[src/rtl/sos_stage_scheduler_if.sv]
// sos_stage_scheduler_if: sample, datapath and result handshake bundle for sos_stage_scheduler.
// BYPASS_STAGE_EN adds bypass_mask, sized by NO_SOS.
interface sos_stage_scheduler_if #(
   parameter int BW = 9,
   parameter int CA_W = 5
`ifdef BYPASS_STAGE_EN
   , parameter int NO_SOS = 4
`endif
);
   logic in_valid, in_ready;
   logic signed [BW-1:0] in_sample, dp_x, dp_result, out_sample;
   logic [3:0] stage_idx;
   logic [2:0] tap_idx;
   logic [CA_W-1:0] coef_addr;
   logic mac_clr, mac_en, state_we, out_valid, out_ready, busy;
`ifdef BYPASS_STAGE_EN
   logic [NO_SOS-1:0] bypass_mask;
`endif
   modport master (
      input in_valid, in_sample, dp_result, out_ready,
`ifdef BYPASS_STAGE_EN
      bypass_mask,
`endif
      output in_ready, dp_x, stage_idx, tap_idx, coef_addr, mac_clr, mac_en, state_we, out_valid, out_sample, busy
   );
   modport slave (
      output in_valid, in_sample, dp_result, out_ready,
`ifdef BYPASS_STAGE_EN
      bypass_mask,
`endif
      input in_ready, dp_x, stage_idx, tap_idx, coef_addr, mac_clr, mac_en, state_we, out_valid, out_sample, busy
   );
endinterface

[src/rtl/sos_stage_scheduler.sv]
// sos_stage_scheduler: sequences NO_SOS biquad stages on one shared MAC (IDLE/MAC/WRITE/OUT).
// BYPASS_STAGE_EN adds a per-stage bypass_mask and a one-cycle SKIP state.
module sos_stage_scheduler #(
   parameter int BW = 9,
   parameter int NO_SOS = 4,
   parameter int MAC_CYCLES = 5,
   parameter int CA_W = 5
) (
   input logic CLK,
   input logic RESET,
   sos_stage_scheduler_if.master io
);
   typedef enum logic [2:0] {
      IDLE, MAC, WRITE, OUT
`ifdef BYPASS_STAGE_EN
      , SKIP
`endif
   } state_t;
   state_t state, state_nx, first_st, next_st;
   logic [3:0] stage_idx, stage_inc;
   logic [2:0] tap_idx;
   logic last_tap, last_stage;
   assign stage_inc = stage_idx + 4'd1;
   assign last_tap = tap_idx == 3'(MAC_CYCLES - 1);
   assign last_stage = stage_idx == 4'(NO_SOS - 1);
`ifdef BYPASS_STAGE_EN
   logic [NO_SOS-1:0] mask_q, mask_sh;
   assign mask_sh = mask_q >> stage_inc;
   assign first_st = io.bypass_mask[0] ? SKIP : MAC;
   assign next_st = mask_sh[0] ? SKIP : MAC;
`else
   assign first_st = MAC;
   assign next_st = MAC;
`endif
   always_ff @(posedge CLK)
      state <= !RESET ? IDLE : state_nx;
   always_comb begin
      state_nx = state;
      case (state)
         IDLE: if (io.in_valid) state_nx = first_st;
         MAC: if (last_tap) state_nx = WRITE;
         OUT: if (io.out_ready) state_nx = IDLE;
         default: state_nx = last_stage ? OUT : next_st;
      endcase
   end
   // tap_idx wraps to 0 on the last tap, and stage_idx returns to 0 on output handoff,
   // so IDLE always starts a sample from stage 0, tap 0.
   always_ff @(posedge CLK) begin
      if (!RESET) begin
         stage_idx <= '0;
         tap_idx <= '0;
         io.dp_x <= '0;
         io.out_sample <= '0;
`ifdef BYPASS_STAGE_EN
         mask_q <= '0;
`endif
      end else begin
         case (state)
            IDLE: if (io.in_valid) begin
               io.dp_x <= io.in_sample;
`ifdef BYPASS_STAGE_EN
               mask_q <= io.bypass_mask;
`endif
            end
            MAC: tap_idx <= last_tap ? 3'd0 : tap_idx + 3'd1;
            WRITE: begin
               io.dp_x <= io.dp_result;
               if (last_stage) io.out_sample <= io.dp_result;
               else stage_idx <= stage_inc;
            end
`ifdef BYPASS_STAGE_EN
            SKIP: begin
               if (last_stage) io.out_sample <= io.dp_x;
               else stage_idx <= stage_inc;
            end
`endif
            OUT: if (io.out_ready) stage_idx <= '0;
            default: ;
         endcase
      end
   end
   // Strobes are masked by RESET so nothing is written or accepted in a reset cycle.
   assign io.in_ready = state == IDLE && RESET;
   assign io.state_we = state == WRITE && RESET;
   assign io.busy = state != IDLE;
   assign io.mac_en = state == MAC;
   assign io.mac_clr = state == MAC && tap_idx == 3'd0;
   assign io.out_valid = state == OUT;
   assign io.stage_idx = stage_idx;
   assign io.tap_idx = tap_idx;
   assign io.coef_addr = state == MAC ? CA_W'(32'(stage_idx) * MAC_CYCLES + 32'(tap_idx)) : '0;
endmodule
[src/flat_wrapper.sv]
// flat-port wrapper written by rule: the top's interface ports become plain ports
module sos_stage_scheduler_flat 
#(
   parameter int BW = 9,
   parameter int NO_SOS = 4,
   parameter int MAC_CYCLES = 5,
   parameter int CA_W = 5
)
  (CLK, RESET, io_in_valid, io_in_sample, io_dp_result, io_out_ready, io_in_ready, io_dp_x, io_stage_idx, io_tap_idx, io_coef_addr, io_mac_clr, io_mac_en, io_state_we, io_out_valid, io_out_sample, io_busy);
  sos_stage_scheduler_if #(.BW(BW), .CA_W(CA_W)) io_i ();
  input logic CLK;
  input logic RESET;
  input wire logic [$bits(io_i.in_valid)-1:0] io_in_valid;
  input wire logic [$bits(io_i.in_sample)-1:0] io_in_sample;
  input wire logic [$bits(io_i.dp_result)-1:0] io_dp_result;
  input wire logic [$bits(io_i.out_ready)-1:0] io_out_ready;
  output wire logic [$bits(io_i.in_ready)-1:0] io_in_ready;
  output wire logic [$bits(io_i.dp_x)-1:0] io_dp_x;
  output wire logic [$bits(io_i.stage_idx)-1:0] io_stage_idx;
  output wire logic [$bits(io_i.tap_idx)-1:0] io_tap_idx;
  output wire logic [$bits(io_i.coef_addr)-1:0] io_coef_addr;
  output wire logic [$bits(io_i.mac_clr)-1:0] io_mac_clr;
  output wire logic [$bits(io_i.mac_en)-1:0] io_mac_en;
  output wire logic [$bits(io_i.state_we)-1:0] io_state_we;
  output wire logic [$bits(io_i.out_valid)-1:0] io_out_valid;
  output wire logic [$bits(io_i.out_sample)-1:0] io_out_sample;
  output wire logic [$bits(io_i.busy)-1:0] io_busy;
  assign io_i.in_valid = io_in_valid;
  assign io_i.in_sample = io_in_sample;
  assign io_i.dp_result = io_dp_result;
  assign io_i.out_ready = io_out_ready;
  assign io_in_ready = io_i.in_ready;
  assign io_dp_x = io_i.dp_x;
  assign io_stage_idx = io_i.stage_idx;
  assign io_tap_idx = io_i.tap_idx;
  assign io_coef_addr = io_i.coef_addr;
  assign io_mac_clr = io_i.mac_clr;
  assign io_mac_en = io_i.mac_en;
  assign io_state_we = io_i.state_we;
  assign io_out_valid = io_i.out_valid;
  assign io_out_sample = io_i.out_sample;
  assign io_busy = io_i.busy;
  sos_stage_scheduler #(.BW(BW), .NO_SOS(NO_SOS), .MAC_CYCLES(MAC_CYCLES), .CA_W(CA_W)) u_core (.CLK(CLK), .RESET(RESET), .io(io_i));
endmodule
[config.mk]
export PLATFORM = sky130hd
export DESIGN_NAME = sos_stage_scheduler_flat
export DESIGN_NICKNAME = d
export VERILOG_FILES = /design/src/rtl/sos_stage_scheduler_if.sv /design/src/rtl/sos_stage_scheduler.sv /design/src/flat_wrapper.sv
export SDC_FILE = /design/constraint.sdc
export NUM_CORES = 1
export LEC_CHECK = 0
export BUFFER_PORTS_ARGS = -buffer_cell sky130_fd_sc_hd__buf_2
export CORE_MARGIN = 1
export CORE_UTILIZATION = 40
export DETAILED_ROUTE_END_ITERATION = 8
export PLACE_DENSITY = 0.65
export SKIP_CTS_REPAIR_TIMING = 1
export SLEW_MARGIN = 20
export SYNTH_ARGS = -nofsm -noshare
export SYNTH_HDL_FRONTEND = slang
export SYNTH_SLANG_ARGS = --single-unit
[constraint.sdc]
create_clock -name CLK -period 5.4 [get_ports CLK]
set_input_delay 1.08 -clock CLK [delete_from_list [all_inputs] [get_ports CLK]]
set_output_delay 1.08 -clock CLK [all_outputs]
set_load 0.005 [all_outputs]
==> summary.md, run 1 <==
| Metric | Value |
|---|---|
| Clk_skew | ~13 ps |
| Total number of H-tree levels | 1 |
| Most frequent cells in the layout | 57 x buf_2, 27 x dfxtp_1, 22 x nand2_1 |
| Status | completed |
| Drt first pass iters | 4 |
| Via density | just over 5 |
| Area Overhead vs Synth | 21.8% |
| DR WL/cell | around 13 µm |
| Largest net degree at the start of global routing | 27 |
| Max rail drop VDD | 0.118 mV |
| Final Hold Vio Count | 0 |
| Critical Path Sink Type | primary output |
| Vias | 1,392 |
| Post-synthesis cell type count | 38 |
| Longest Clk Path Bufs | 2 |
| Setup TNS | 0 ps |
| Initial antenna violation count | 0 |
| # diodes | 0 |
| GPL Wtd Cong | between 0.7 and 0.8 |
| Total die area | between 3000 and 4000 µm² |
| CP Launch Type | register |
| Fmax | 0.303 GHz |
| Total nets after synthesis | 210 |
| Syn Area/Cell | ~8.5 µm² |
| Ys Warns | 0 |
| # port buffers | 57 |
| Worst-path clk slew | approximately 100 ps |
| Clock root buffer | clkbuf_8 |
| Crit-path max FO | 8 |
| CTS sink cnt | 27 |
| RSZ-0062 raised after global routing | no |
| EDFF count, synth | 0 |
| Vias in the first global route | between 1,000 and 1,500 |
| Final slew viol count | 0 |
| CP Class | reg -> out |
| Max Cap Viol | 0 |
| Core Box Area | 3440 µm² |
| Final Critical Period | between 3000 and 4000 ps |
| Post-DP HPWL | 2.58 mm |
| Crit share post-route | 61.2% |
| Die H | around 63 µm |
| Synth Cell Area | between 1000 and 1500 µm² |
| Final wirelength | between 3 and 4 mm |
| First-pass GRT wire length | 5.59 mm |
| Chip Width | between 60 and 70 µm |
| Slew margin rel. | about 33% |
| Ratio of cells with drive above 1 in the final layout | a little under a third |
| Filler cells | 345 |
| Seq/Total Area, Yosys | a little over a third |
| Clk_lat worst skew | ~280 ps |
| TritonCTS clock tree | done |
| Initial Utilization | a little over two fifths |
| Most common cell after layout, fill and taps aside | buf_2 |
| Nets | 260 |
| Boundary pin count | slightly below 60 |
| Arrival time at the worst endpoint | approximately 2200 ps |
| Async SR Flop Fraction | 0% |
| Starting DRT DRC Count | between 60 and 70 |
| Rows | 21 |
| Pleak | roughly 0.00086 µW |
| GRT Overall Usage | 17.7% |
| Main synth FF type | dfxtp_1 |
| Post-synthesis register bit count | 27 |
| DRC | 0 |
| Slew @ Worst Pin | about 1000 ps |
| Total CTS buffers | 3 |
| Dpl ws | roughly 2100 ps |
| WP data required | 4320 ps |
| Final worst setup slack | 2100 ps |
| Routed Antenna Nets | 0 |
| Mapped Cells | 175 |
| Hold Path Class | reg -> reg |
| Pwr Density | around 210 nW/µm² |
| GRT overflow | 0 |
| Final setup viols | 0 |
[where the power goes]
part	internal [µW]	switching [µW]
logic	21.3	24.3
clock network	52.5	67.6
registers	206	6.03
total	280	97.9
[registers in the layout, indices dropped and copies added, names as in the netlist]
signal                count
u_core.io.stage_idx       4
u_core.io.out_sample      9
u_core.io.dp_x            9
u_core.state              2
u_core.io.tap_idx         3
[worst paths after layout]
path / end / start / cells past startpoint / slack (ps)
worst min-delay path: u_core.io.out_sample[7]$_SDFFE_PN0P_ / u_core.io.out_sample[7]$_SDFFE_PN0P_ / 2 / 480
worst max-delay path: io_coef_addr[4] / u_core.io.stage_idx[3]$_SDFFE_PN0P_ / 7 / 2100
worst min register to register: u_core.io.out_sample[7]$_SDFFE_PN0P_ / u_core.io.out_sample[7]$_SDFFE_PN0P_ / 2 / 480
worst max register to register: u_core.io.dp_x[5]$_SDFFE_PN0P_ / u_core.state[1]$_SDFFE_PN0P_ / 3 / 3420
[per-layer routing]
metal / routed length, µm / global-route usage (%)
met2: 1570 / 30.0
met3: 147 / 3.47
met5: 0 / 0
met4: 34 / 4.36
met1: 1710 / 22.8
[cells by family after synthesis]
| kind of cell | after synthesis | share of synthesized area, % |
|---|---|---|
| AND/OR/NAND/NOR | 71 | 24.0 |
| AO/OA/AOI/OAI | 45 | 19.8 |
| adder cells (fa/ha/maj) | 13 | 11.4 |
| flip-flops | 27 | 36.3 |
| buffers and inverters | 17 | 6.13 |
| XOR/XNOR | 2 | 2.35 |
[final cells by class]
| type | count | area [µm²] | share of cell area [%] |
|---|---|---|---|
| Clock buffer | 3 | 41.3 | 2.28 |
| Tap cell | 46 | 57.6 | 3.17 |
| Multi-Input combinational cell | 131 | 862 | 47.6 |
| Sequential cell | 27 | 541 | 29.8 |
| Timing Repair Buffer | 57 | 285 | 15.7 |
| Clock inverter | 1 | 7.51 | 0.414 |
| Inverter | 5 | 18.8 | 1.04 |
[through the flow]
stage / instance area (µm²) / total power [µW] / instances / hold WS (ps) / util [%]
6_report: 1810 / 378 / 270 / 481 / 52.7
5_1_grt: 1810 / 395 / 270 / 503 / 52.7
4_1_cts: 1810 / 380 / 270 / 483 / 52.5
3_5_place_dp: 1760 / 262 / 266 / 467 / 51.1
3_3_place_gp: 1760 / 262 / 266 / 462 / 51.1
2_1_floorplan: 1490 / 241 / 175 / 470 / -
[cell usage after synthesis, types with 2 or more instances]
| cell | number | area, µm² |
|---|---|---|
| a311oi_1 | 9 | 78.8 |
| nor2_1 | 13 | 48.8 |
| a21oi_1 | 15 | 75.1 |
| and2_1 | 4 | 25.0 |
| nand2_1 | 22 | 82.6 |
| buf_2 | 4 | 20.0 |
| nor4_1 | 2 | 12.5 |
| a21boi_0 | 2 | 15.0 |
| ha_1 | 12 | 150 |
| dfxtp_1 | 27 | 541 |
| buf_4 | 2 | 15.0 |
| a31o_2 | 2 | 17.5 |
| nand3_1 | 15 | 75.1 |
| buf_6 | 2 | 22.5 |
| nor3b_1 | 3 | 22.5 |
| clkbuf_1 | 4 | 15.0 |
| inv_1 | 4 | 15.0 |
| nand2b_1 | 3 | 18.8 |
| o21ai_0 | 11 | 55.1 |
[worst max-delay path: stages (launching register included)]
cell and delay, ps:
dfxtp_1 470, ha_1 280, ha_1 290, ha_1 330, a21oi_1 180, a21oi_1 90, nor3b_1 160, buf_2 140
Power figures use the tool's default switching activity.
==> run 2: changes to the inputs <==
Settings changed: ABC_AREA from default to 1, PLACE_DENSITY 0.65 to 0.63.
Clock period 5.4 ns to 3.4 ns, I/O delays scaled along.
==> summary.md, run 2 <==
| Metric | Value |
|---|---|
| Vias | 1,559 (was 1,392) |
| DRC | 0 (unchanged) |
| Final instance area | 2040 µm² (was 1810 µm²) |
| Arrival time at the worst endpoint | 2260 ps (was 2220 ps) |
| Final core utilization | 50.9% (was 52.7%) |
| # port buffers | 57 (unchanged) |
| Die H | 66.6 µm (was 63.0 µm) |
| Synth top cells by count | 79 x nand2_1, 27 x dfxtp_1, 19 x inv_1 (was 27 x dfxtp_1, 22 x nand2_1, 15 x a21oi_1, 15 x nand3_1, 13 x nor2_1) |
| Final Hold Vio Count | 0 (unchanged) |
| TritonCTS clock tree | done (unchanged) |
| Clock root buffer | clkbuf_8 (unchanged) |
| Met2 usage | 28.9% (was 30.0%) |
| Core Box Area | 4000 µm² (was 3440 µm²) |
| Final slew viol count | 0 (unchanged) |
| Design Power | 712 µW (was 378 µW) |
| Nets | 322 (was 260) |
| Longest Clk Path Bufs | 2 (unchanged) |
| # diodes | 0 (unchanged) |
| Slew margin rel. | 76.8% (was 33.4%) |
| Total number of H-tree levels | 1 (unchanged) |
| Clk_skew | 8.94 ps (was 13.4 ps) |
| Pleak | 0.00105 µW (was 0.000862 µW) |
| Placement-stage cell area | 1990 µm² (was 1760 µm²) |
| GPL Wtd Cong | 0.810 (was 0.788) |
| Crit-path max FO | 9 (was 8) |
| CP Class | reg -> out (unchanged) |
| Main synth FF type | dfxtp_1 (unchanged) |
| Routing usage on met1 | 25.1% (was 22.8%) |
| Total CTS buffers | 3 (unchanged) |
| Status | completed (unchanged) |
| Slew @ Worst Pin | 348 ps (was 997 ps) |
| Post-synthesis register bit count | 27 (unchanged) |
| Via density | 4.64 (was 5.16) |
| Syn Area/Cell | 7.32 µm² (was 8.51 µm²) |
| Dpl ws | 770 ps (was 2140 ps) |
| Ys Warns | 0 (unchanged) |
| Hold Path Class | reg -> reg (unchanged) |
| WP data required | 2720 ps (was 4320 ps) |
| Post-synthesis cell type count | 26 (was 38) |
| Crit share post-route | ~86% |
| Pwr Density | 349 nW/µm² (was 208 nW/µm²) |
| Routed Antenna Nets | 0 (unchanged) |
| Synth top area share | 32.4% (was 36.3%) |
| Worst R2R Path Depth | 5 (was 3) |
| GRT overflow | 0 (unchanged) |
| RSZ-0062 raised after global routing | no (unchanged) |
| Registers with the most flip-flops | u_core.io.dp_x: 9 flops, u_core.io.out_sample: 9 flops, u_core.io.stage_idx: 4 flops (unchanged) |
| Starting DRT DRC Count | 87 (was 68) |
| Area contributors post-synth | dfxtp_1 32%, nand2_1 18%, a21oi_2 9.5%, ha_1 9.0%, nand2_2 4.9% (was dfxtp_1 36%, ha_1 10%, nand2_1 5.5%, a311oi_1 5.3%, a21oi_1 5.0%) |
| Area Overhead vs Synth | 22.1% (was 21.8%) |
| Largest net degree at the start of global routing | 22 (was 27) |
| Worst-path clk slew | 100 ps (about the same) |
| Final Critical Period | just under 3000 ps |
| Initial antenna violation count | 0 (unchanged) |
| Total nets after synthesis | 263 (was 210) |
| GRT Overall Usage | 18.4% (was 17.7%) |
| Count leader, synth | nand2_1 (was dfxtp_1) |
| Hold endpoint | u_core.io.out_sample[6]$_SDFFE_PN0P_ (was u_core.io.out_sample[7]$_SDFFE_PN0P_) |
| Initial Utilization | 41.7% (was 43.3%) |
| Most common cell after layout, fill and taps aside | nand2_1 (was buf_2) |
| Most frequent cells in the layout | 79 x nand2_1, 57 x buf_2, 27 x dfxtp_1 (was 57 x buf_2, 27 x dfxtp_1, 22 x nand2_1) |
| Synth Cell Area | 1670 µm² (was 1490 µm²) |
| Met3 Use GR | 4.97% (was 3.47%) |
| Boundary pin count | 58 (unchanged) |
| Max rail drop VDD | 0.210 mV (was 0.118 mV) |
| Post-DP HPWL | 2.85 mm (was 2.58 mm) |
| Rows | 23 (was 21) |
| CP Launch Type | register (unchanged) |
| Worst R2R Start | u_core.io.stage_idx[0]$_SDFFE_PN0P_ (was u_core.state[1]$_SDFFE_PN0P_) |
| Ratio of cells with drive above 1 in the final layout | 37.1% (was 30.8%) |
| Post-synth top area cell | dfxtp_1 (unchanged) |
| Final wirelength | 3.79 mm (was 3.47 mm) |
| Vias in the first global route | 1,402 (was 1,223) |
| First-pass GRT wire length | 6.26 mm (was 5.59 mm) |
| Total die area | 4430 µm² (was 3970 µm²) |
| Clk_lat worst skew | 290 ps (was 280 ps) |
| EDFF count, synth | 0 (unchanged) |
| Max Cap Viol | 0 (unchanged) |
| Final worst setup slack | 460 ps (was 2100 ps) |
| CTS sink cnt | 27 (unchanged) |
| Reg2Reg Setup Slack | 1880 ps (was 3420 ps) |
| Fmax | approximately 0.34 GHz |
| Drt first pass iters | 4 (unchanged) |
| GR peak layer | met2 (unchanged) |
| Seq/Total Area, Yosys | 32.4% (was 36.3%) |
| Reg2reg end | u_core.io.out_sample[6]$_SDFFE_PN0P_ (was u_core.io.dp_x[5]$_SDFFE_PN0P_) |
| Critical Path Sink Type | primary output (unchanged) |
| Mapped Cells | 228 (was 175) |
| Final setup viols | 0 (unchanged) |
| Setup TNS | 0 ps (unchanged) |
| Hold depth | 2 (unchanged) |
| Async SR Flop Fraction | 0% (unchanged) |
| HP Start | u_core.io.out_sample[6]$_SDFFE_PN0P_ (was u_core.io.out_sample[7]$_SDFFE_PN0P_) |
| DR WL/cell | 11.3 µm (was 12.8 µm) |
| Chip Width | 66.6 µm (was 63.0 µm) |
==> run 2: cell count changes after synthesis, sizes merged, moves of 4 or more <==
cell    change
a21oi      +10
a311oi      -9
and2        -4
buf         -4
clkbuf      -4
inv        +19
nand2      +73
nor2        +8
nor3b       -4
o21ai       -9
==> run 2: kinds of logic after synthesis <==
kind of cell | Yosys count | synth area share (%)
AO/OA/AOI/OAI | 28 | 12.6
flip-flops | 27 | 32.4
adder cells (fa/ha/maj) | 13 | 10.2
buffers and inverters | 28 | 7.80
XOR/XNOR | 1 | 0.525
AND/OR/NAND/NOR | 131 | 36.5
==> run 2: worst max-delay path, cell delays in order (launching register included) <==
cell	delay (ps)
dfxtp_1	540
ha_1	300
ha_1	320
ha_1	300
nand2_1	60
nor2_1	40
nor2_1	120
nand3_1	90
nand2_1	60
nor2_1	30
buf_2	120
==> run 2: worst max-delay path by stage <==
stage                                         from              end  slack [ps]  cells after the start
2_1_floorplan  u_core.io.stage_idx[2]$_SDFFE_PN0P_  io_coef_addr[2]         960                      5
6_report       u_core.io.stage_idx[2]$_SDFFE_PN0P_  io_coef_addr[4]         460                     10
4_1_cts        u_core.io.stage_idx[2]$_SDFFE_PN0P_  io_coef_addr[4]         440                     10
3_5_place_dp   u_core.io.stage_idx[2]$_SDFFE_PN0P_  io_coef_addr[4]         770                     10
5_1_grt        u_core.io.stage_idx[2]$_SDFFE_PN0P_  io_coef_addr[4]         250                     10
3_3_place_gp   u_core.io.stage_idx[2]$_SDFFE_PN0P_  io_coef_addr[4]         810                     10
==> run 2: final cells by class <==
type                            count  area [µm²]
Sequential cell                    27         541
Clock inverter                      1        8.76
Inverter                           24        93.8
Fill cell                         418        1960
Clock buffer                        3        41.3
Timing Repair Buffer               58         293
Multi-Input combinational cell    173         997
Tap cell                           50        62.6
==> run 2: through the flow <==
step	hold slack [ps]	instances
finish	473	336
global route	493	336
CTS	474	336
detailed placement	456	332
global placement	457	332
floorplan	465	228
==> run 2: layer usage <==
metal	vias to the layer above	part of all wire (%)	routed length (µm)
li1	834	-	-
met1	689	50	1890
met2	34	44	1660
met3	2	5.8	219
met4	0	0.53	20
met5	-	0	0
==> run 2: report_power, final <==
group	internal [µW]	switching [µW]	leakage (µW)
clock	86.4	114	0.0000261
sequential	334	16.1	0.000220
combinational	65.0	96.2	0.000800
